[src/rtl/mips_pkg.sv]
`default_nettype none
// ============================================================================
// Module  : mips_pkg
// Brief   : Shared types for the memory port arbiter (owner and FSM state
//           encodings) plus a helper that maps a one-hot grant to an owner.
// Rev     : 1.0  initial release
// ============================================================================
package mips_pkg;

  // Which requester currently holds the memory port
  typedef enum logic [1:0] {
    OWN_NONE = 2'd0,
    OWN_IF   = 2'd1,
    OWN_LS   = 2'd2
  } arb_owner_e;

  // Arbiter FSM state
  typedef enum logic {
    ARB_IDLE = 1'b0,
    ARB_BUSY = 1'b1
  } arb_state_e;

  // Grants are one-hot, so LS is checked first only for determinism
  function automatic arb_owner_e gnt_to_owner(input logic if_gnt, input logic ls_gnt);
    arb_owner_e own;
    own = OWN_NONE;
    if (ls_gnt) begin
      own = OWN_LS;
    end else if (if_gnt) begin
      own = OWN_IF;
    end
    return own;
  endfunction

endpackage
`default_nettype wire

[src/rtl/arb_prio_sel.sv]
`default_nettype none
// ============================================================================
// Module  : arb_prio_sel
// Brief   : Combinational requester pick. Inside a grant window LS wins over
//           IF, unless the starve flag is raised and IF is waiting. The
//           outputs are one-hot or all zero.
// Rev     : 1.0  initial release
// ============================================================================
module arb_prio_sel (
  input  logic if_req_i,
  input  logic ls_req_i,
  input  logic win_i,
  input  logic starve_i,
  output logic if_gnt_o,
  output logic ls_gnt_o
);

  // Priority pick: starved IF first, then LS, then IF
  always_comb begin
    if_gnt_o = 1'b0;
    ls_gnt_o = 1'b0;
    if (win_i) begin
      if (starve_i && if_req_i) begin
        if_gnt_o = 1'b1;
      end else if (ls_req_i) begin
        ls_gnt_o = 1'b1;
      end else if (if_req_i) begin
        if_gnt_o = 1'b1;
      end
    end
  end

endmodule
`default_nettype wire

[src/rtl/mem_port_arbiter.sv]
`default_nettype none
// ============================================================================
// Module  : mem_port_arbiter
// Brief   : Shares one fixed-latency single-ported memory between instruction
//           fetch (IF) and load/store (LS). One access in flight; grant ->
//           MEM_LAT-cycle count -> rvalid to the owner. A new grant may be
//           issued in the completion cycle, giving one access per MEM_LAT.
//           Optional macro MEM_PORT_ARB_STARVE_GUARD_EN adds a 3-bit
//           saturating starve counter that forces an IF grant after
//           STARVE_MAX consecutive LS grants while IF waits.
// Rev     : 1.0  initial release
// ============================================================================
module mem_port_arbiter
  import mips_pkg::*;
#(
  parameter int unsigned ADDR_W     = 32,
  parameter int unsigned DATA_W     = 32,
  parameter int unsigned MEM_LAT    = 2,
  parameter int unsigned STARVE_MAX = 4
) (
  input  logic              clk,
  input  logic              rst_n,
  input  logic              if_req,
  input  logic [ADDR_W-1:0] if_addr,
  output logic              if_gnt,
  output logic              if_rvalid,
  output logic [DATA_W-1:0] if_rdata,
  input  logic              ls_req,
  input  logic              ls_we,
  input  logic [ADDR_W-1:0] ls_addr,
  input  logic [DATA_W-1:0] ls_wdata,
  output logic              ls_gnt,
  output logic              ls_rvalid,
  output logic [DATA_W-1:0] ls_rdata,
  output logic              mem_en,
  output logic              mem_we,
  output logic [ADDR_W-1:0] mem_addr,
  output logic [DATA_W-1:0] mem_wdata,
  input  logic [DATA_W-1:0] mem_rdata
);

  localparam int unsigned c_CNT_W = (MEM_LAT < 2) ? 1 : $clog2(MEM_LAT + 1);
  localparam logic [c_CNT_W-1:0] c_LAT_LOAD = c_CNT_W'(MEM_LAT);
  localparam logic [c_CNT_W-1:0] c_CNT_ONE  = c_CNT_W'(1);

  // Zero latency has no completion cycle and a zero threshold would starve LS
  generate
    if (MEM_LAT < 1 || STARVE_MAX < 1) begin : g_bad_param
      $error("mem_port_arbiter: MEM_LAT and STARVE_MAX must both be >= 1");
    end
  endgenerate

  arb_state_e         state_q, state_d;
  arb_owner_e         owner_q, owner_d;
  logic [c_CNT_W-1:0] cnt_q, cnt_d;

  logic w_win;
  logic w_done;
  logic w_starve;
  logic w_if_gnt;
  logic w_ls_gnt;
  logic w_any_gnt;

  // Completion cycle of the access in flight
  assign w_done    = (state_q == ARB_BUSY) && (cnt_q == c_CNT_ONE);
  // Grants are suppressed while reset is asserted so all outputs read zero
  assign w_win     = rst_n && ((state_q == ARB_IDLE) || w_done);
  assign w_any_gnt = w_if_gnt | w_ls_gnt;

  arb_prio_sel u_prio_sel (
    .if_req_i (if_req),
    .ls_req_i (ls_req),
    .win_i    (w_win),
    .starve_i (w_starve),
    .if_gnt_o (w_if_gnt),
    .ls_gnt_o (w_ls_gnt)
  );

`ifdef MEM_PORT_ARB_STARVE_GUARD_EN
  logic [2:0] starve_q, starve_d;

  // Count LS wins while IF waits; an IF grant clears the count
  always_comb begin
    starve_d = starve_q;
    if (w_if_gnt) begin
      starve_d = 3'd0;
    end else if (w_ls_gnt && if_req && (starve_q != 3'd7)) begin
      starve_d = starve_q + 3'd1;
    end
  end

  // Starve counter register
  always_ff @(posedge clk or negedge rst_n) begin
    if (!rst_n) begin
      starve_q <= 3'd0;
    end else begin
      starve_q <= starve_d;
    end
  end

  assign w_starve = (32'(starve_q) >= STARVE_MAX);
`else
  assign w_starve = 1'b0;
`endif

  // Next-state: grant reloads the counter, completion without grant idles
  always_comb begin
    state_d = state_q;
    owner_d = owner_q;
    cnt_d   = cnt_q;
    if (w_any_gnt) begin
      state_d = ARB_BUSY;
      owner_d = gnt_to_owner(w_if_gnt, w_ls_gnt);
      cnt_d   = c_LAT_LOAD;
    end else if (state_q == ARB_BUSY) begin
      if (cnt_q == c_CNT_ONE) begin
        state_d = ARB_IDLE;
        owner_d = OWN_NONE;
        cnt_d   = '0;
      end else begin
        cnt_d = cnt_q - c_CNT_ONE;
      end
    end
  end

  // FSM, owner and latency counter registers; reset aborts any access
  always_ff @(posedge clk or negedge rst_n) begin
    if (!rst_n) begin
      state_q <= ARB_IDLE;
      owner_q <= OWN_NONE;
      cnt_q   <= '0;
    end else begin
      state_q <= state_d;
      owner_q <= owner_d;
      cnt_q   <= cnt_d;
    end
  end

  // Memory-side request mux; unused fields are forced to zero
  always_comb begin
    mem_en    = w_any_gnt;
    mem_we    = w_ls_gnt & ls_we;
    mem_addr  = '0;
    mem_wdata = '0;
    if (w_ls_gnt) begin
      mem_addr = ls_addr;
      if (ls_we) begin
        mem_wdata = ls_wdata;
      end
    end else if (w_if_gnt) begin
      mem_addr = if_addr;
    end
  end

  assign if_gnt    = w_if_gnt;
  assign ls_gnt    = w_ls_gnt;
  assign if_rvalid = w_done && (owner_q == OWN_IF);
  assign ls_rvalid = w_done && (owner_q == OWN_LS);
  // Read data is only meaningful alongside the matching rvalid
  assign if_rdata  = mem_rdata;
  assign ls_rdata  = mem_rdata;

endmodule
`default_nettype wire
[config.mk]
export PLATFORM = sky130hd
export DESIGN_NAME = mem_port_arbiter
export DESIGN_NICKNAME = d
export VERILOG_FILES = /design/src/rtl/mips_pkg.sv /design/src/rtl/arb_prio_sel.sv /design/src/rtl/mem_port_arbiter.sv
export SDC_FILE = /design/constraint.sdc
export NUM_CORES = 1
export LEC_CHECK = 0
export CAP_MARGIN = 0
export CORE_AREA = 10 10 96 98
export CTS_BUF_LIST = sky130_fd_sc_hd__clkbuf_8
export DETAILED_ROUTE_END_ITERATION = 12
export DIE_AREA = 0 0 106 108
export PLACE_DENSITY = 0.87
export SKIP_CTS_REPAIR_TIMING = 1
export SLEW_MARGIN = 40
export SYNTH_ARGS = -nofsm -noshare
export SYNTH_HDL_FRONTEND = slang
export SYNTH_HIERARCHICAL = 1
export SYNTH_SLANG_ARGS = --single-unit
[constraint.sdc]
create_clock -name clk -period 2.2 [get_ports clk]
set_input_delay 0.44 -clock clk [delete_from_list [all_inputs] [get_ports clk]]
set_output_delay 0.44 -clock clk [all_outputs]
set_load 0.1 [all_outputs]
Yosys cells after proc, flatten, opt, wreduce, memory -nomap -nowiden

Cells that the tools add are included.

Output and inout port bits: 134
Latch bits: 0
ROM bits: 0
Memories kept: 0
Word-level logic and storage cells: 38
Memory bits (writable): 0
Register bits after elaboration: 5

$lt $le $gt $ge: 0
Mux-type cells: 20
Bitwise logic cells: 3
Eq/ne operators: 3
Div/mod/pow operators: 0
Multiply operators: 0
Reduce and logical (&&, ||, !) cells: 8
$add $sub $neg: 1
Shift-type cells: 0

Operators with widths:

| operator              | count |
|---|---|
| $mux W32              | 4 |
| $mux W2               | 7 |
| $mux W1               | 9 |
| $eq A2 B1 Y1 const B  | 2 |
| $logic_and A1 B1 Y1   | 4 |
| $reduce_bool A2 Y1    | 2 |
| $eq A2 B2 Y1 const B  | 1 |
| $reduce_and A2 Y1     | 1 |
| $sub A2 B1 Y2 const B | 1 |
| $and A1 B1 Y1         | 1 |
| $logic_or A1 B1 Y1    | 1 |
| $not A1 Y1            | 1 |
| $or A1 B1 Y1          | 1 |

Logic depth before layout (Yosys ltp)

Word-level depth: 8
Gate-level depth with buffers: 10
Gate-level depth less buffers: 9

Hierarchy

The synthesis kept the hierarchy.

Modules (own cells, without submodules):

| module           | seq. area each (sq um) | instances | cells each | area an instance (sq um) |
|---|---|---|---|---|
| mem_port_arbiter | 125.1                  | 1         | 169        | 1320.0 |
| arb_prio_sel     | 0.0                    | 1         | 5          | 21.3 |

Least setup slack after synthesis

No wires, ideal clock.

Path kind: reg-to-output
Start point: register cnt_q[1]
End point: output port mem_addr[10]
Buffers on the path: 2
Path slack: -2.064 ns
Stages on the path, launching flop included: 10
Arrival time: 3.824 ns
Cells stage by stage: dfrtp_1 > inv_1 > ha_1 > or2b_1 > and2_1 > nand2_1 > a21oi_1 > buf_4 > buf_4 > a22o_1

RTL lines:

| element                | RTL line                | source |
|---|---|---|
| start, declared        | mem_port_arbiter.sv:55  | `logic [c_CNT_W-1:0] cnt_q, cnt_d;` |
| start signal, assigned | mem_port_arbiter.sv:135 | `cnt_q <= cnt_d;` |
| $eq A2 B1 Y1           | mem_port_arbiter.sv:65  | `assign w_done = (state_q == ARB_BUSY) && (cnt_q == c_CNT_ONE);` |
| $logic_and A1 B1 Y1    | mem_port_arbiter.sv:65  |  |
| $logic_or A1 B1 Y1     | mem_port_arbiter.sv:67  | `assign w_win = rst_n && ((state_q == ARB_IDLE) \|\| w_done);` |
| $logic_and A1 B1 Y1    | mem_port_arbiter.sv:67  |  |
| net w_win              | mem_port_arbiter.sv:57  | `logic w_win;` |
| $mux W1                | arb_prio_sel.sv:22      | `if (win_i) begin` |
| net ls_gnt             | mem_port_arbiter.sv:32  | `output logic ls_gnt,` |
| $mux W32               | mem_port_arbiter.sv:145 | `if (w_ls_gnt) begin` |
| end, declared          | mem_port_arbiter.sv:37  | `output logic [ADDR_W-1:0] mem_addr,` |

The timed path passes the listed nets, and every way through them passes these cells.

Worst setup path after layout

Start point: register cnt_q[0]
End point: output port mem_en

Word-level cells in the longest chain between the ends: 6

Ends and longest elaborated chain:

| element                 | RTL line               | source |
|---|---|---|
| $eq A2 B1 Y1 (*)        | mem_port_arbiter.sv:65 |  |
| $logic_and A1 B1 Y1 (*) | mem_port_arbiter.sv:65 |  |
| $logic_or A1 B1 Y1 (*)  | mem_port_arbiter.sv:67 |  |
| $logic_and A1 B1 Y1 (*) | mem_port_arbiter.sv:67 |  |
| net w_win               | mem_port_arbiter.sv:57 |  |
| $mux W1                 | arb_prio_sel.sv:22     |  |
| $or A1 B1 Y1 (*)        | mem_port_arbiter.sv:68 | `assign w_any_gnt = w_if_gnt \| w_ls_gnt;` |
| end, declared           | mem_port_arbiter.sv:35 | `output logic mem_en,` |

The timed path passes the listed nets; every way through them passes the cells marked *.

==> flow_metrics.env <==
export IMPL_synth_top_area_share_pct=37.5
export IMPL_grt_most_used_layer="met2"
export IMPL_cts_tree="built"
export IMPL_drc=0
export IMPL_synth_area_sq_mm=0.00134
export IMPL_grt_max_degree=43
export IMPL_antenna_found_initial=0
export IMPL_grt_util_met2_pct=21.9
export IMPL_fin_util_pct=54.4
export IMPL_cts_buffer_depth=2
export IMPL_drv_slew=0
export IMPL_pin_count=267
export IMPL_setup_violations=67
export IMPL_routed_wl_mm=7.91
export IMPL_clk_insertion_delay_late_ns=0.22
export IMPL_num_rows=32
export IMPL_setup_ws_ns=-0.334
export IMPL_vias=1693
export IMPL_crit_arrival_ns=2.09
export IMPL_yosysUniqueCellTypes=23
export IMPL_avgViaCountPerCell=4.28
export IMPL_hold_viol_final=0
export IMPL_clock_tree_root_cell="clkbuf_8"
export IMPL_rsz0062_at_grt="yes"
export IMPL_n_antenna_cell=0
export IMPL_leakagePower_nw=1.76
export IMPL_grt_overflow_total=0
export IMPL_dieArea_sq_mm=0.0114
export IMPL_syn_to_final_growth_pct=202
export IMPL_ys_seq_area_share_pct=9.33
export IMPL_violations="setup timing"
export IMPL_core_sq_mm=0.00745
export IMPL_chipWidth_um=106
export IMPL_gp_congestion=0.737
export IMPL_end_kind="primary output"
export IMPL_yosys_warnings=6
export IMPL_grt_pass1_vias=1783
export IMPL_hold_slack_ns=0.159
export IMPL_multi_input_area_sq_mm=0.00108
export IMPL_die_h_um=108
export IMPL_drive_gt1_share_pct=59.9
export IMPL_yosys_area_top_type="buf_4"
export IMPL_routedWlPerCell_um=20.0
export IMPL_port_buffers=170
export IMPL_fill_cells=600
export IMPL_cts_made_buffers=3
export IMPL_dp_hpwl_mm=6.71
export IMPL_clk_pin_slew_ns=0.03
export IMPL_min_path_type="input port to asynchronous set/reset pin"
export IMPL_finalCritPeriodShare_pct=115
export IMPL_status="finished, violations left"
export IMPL_firstDrtPassIters=4
export IMPL_critPathMaxFanout=3
export IMPL_dr_first_iter_drc_count=21
export IMPL_finalCriticalPeriod_ns=2.53
export IMPL_fin_worst_skew_ns=0.000292
export IMPL_synth_seq_cells=5
export IMPL_postRouteAntennaNets=0
export IMPL_powerDensity_mw_per_mm2=716
export IMPL_clkSinkCount=5
export IMPL_grt_use_met3_pct=4.34
export IMPL_tns_ns=-17.17
export IMPL_crit_type="flip-flop to primary output"
export IMPL_synthTopCellsByArea="buf_4 (38%), a22o_1 (21%), and3_1 (15%)"
export IMPL_use_met1_pct=12.6
export IMPL_htreeDepth=1
export IMPL_syn_avg_cell_area_sq_um=7.71
export IMPL_fin_nets=429
export IMPL_regArea_sq_um=125
export IMPL_max_cap_viol_count=0
export IMPL_grt_pass1_wl_mm=11.0
export IMPL_required_ns=1.76
export IMPL_start_kind="flip-flop"
export IMPL_fmax_mhz=395
export IMPL_syn_inst=174
export IMPL_initial_core_util_pct=18.0
export IMPL_grt_usage_pct=11.9
export IMPL_ir_drop_uv=687
-- final timing paths --
| path | startpoint | to | slack [ns] | cells past startpoint |
|---|---|---|---|---|
| setup / recovery | cnt_q[0]$_DFFE_PN0P_ | mem_en | -0.33 | 10 |
| hold / removal | rst_n | state_q$_DFF_PN0_ | 0.16 | 2 |
| setup reg to reg | cnt_q[0]$_DFFE_PN0P_ | cnt_q[0]$_DFFE_PN0P_ | 0.20 | 11 |
| hold reg to reg | owner_q[1]$_DFFE_PN0P_ | owner_q[1]$_DFFE_PN0P_ | 0.61 | 1 |
| max in group asynchronous | rst_n | cnt_q[0]$_DFFE_PN0P_ | 1.93 | 2 |
| min in group clk | owner_q[1]$_DFFE_PN0P_ | owner_q[1]$_DFFE_PN0P_ | 0.61 | 1 |
-- placed cells by master, fill, tap and decap left out, drive strengths merged, types with 2 or more instances in the layout --
cell type	count
clkdlybuf4s50	99
buf	91
a22o	32
and3	32
dfrtp	5
nand2	5
clkbuf	5
inv	4
a21oi	4
nor3b	2
and2	2
conb	2
-- report_power, final --
group	internal [mW]	switching (mW)
registers	0.139	0.0377
clock network	0.120	0.0447
logic	1.11	1.45
-- cell families after synthesis --
| group | share of synthesized area (%) |
|---|---|
| other cells | 0.280 |
| compound gates | 24.6 |
| simple gates | 20.8 |
| buf+inv | 44.0 |
| fa+ha+maj | 0.933 |
| flops | 9.33 |
-- area by class of cell --
type                    instances  area share [%]
flip-flops and latches          5            3.09
clock inverters                 1          0.0926
inverters                       4           0.463
well taps                     102            3.15
repair buffers                193            65.6
clock buffers                   3            1.02
multi-input cells              88            26.6
-- cell usage after synthesis --
library cell and instances:
a21bo_2 1, a21oi_1 3, a21oi_2 1, a22o_1 32, a31o_2 1, and2_1 2, and3_1 32, buf_2 1
buf_4 67, buf_6 4, clkbuf_1 6, conb_1 1, dfrtp_1 5, ha_1 1, inv_1 4, nand2_1 5
nand2b_1 1, nor2_1 1, nor2b_1 1, nor3b_1 2, o211ai_1 1, or2b_1 1, or3b_1 1
-- through the flow --
stage	setup WS (ns)	instances	power, mW	instance area (sq um)
4_1_cts	-0.462	391	2.83	3940
3_3_place_gp	-0.298	387	2.62	3900
3_5_place_dp	-0.313	387	2.65	3900
6_report	-0.334	396	2.90	4050
2_1_floorplan	-0.535	175	2.22	1770
5_1_grt	-0.425	396	3.02	4050
-- worst max-delay path, stage by stage, from the launching register on --
cell and delay (ns):
dfrtp_1 0.40, ha_4 0.17, or2b_1 0.23, and2_4 0.16, nand2_2 0.08, a21oi_4 0.03
buf_4 0.13, buf_4 0.14, nor2_2 0.17, clkinvlp_4 0.16, buf_12 0.18
-- layer usage --
layer | vias to the layer above | routed length, um
met1 | 781 | 2840
met2 | 101 | 4270
met4 | 0 | 123
met5 | - | 0
met3 | 25 | 680
li1 | 786 | -
-- registers in the layout, summed over array words and instances (netlist names) --
name	flops
owner_q	2
cnt_q	2
state_q	1
No activity file was read; power rests on OpenSTA's default activity.
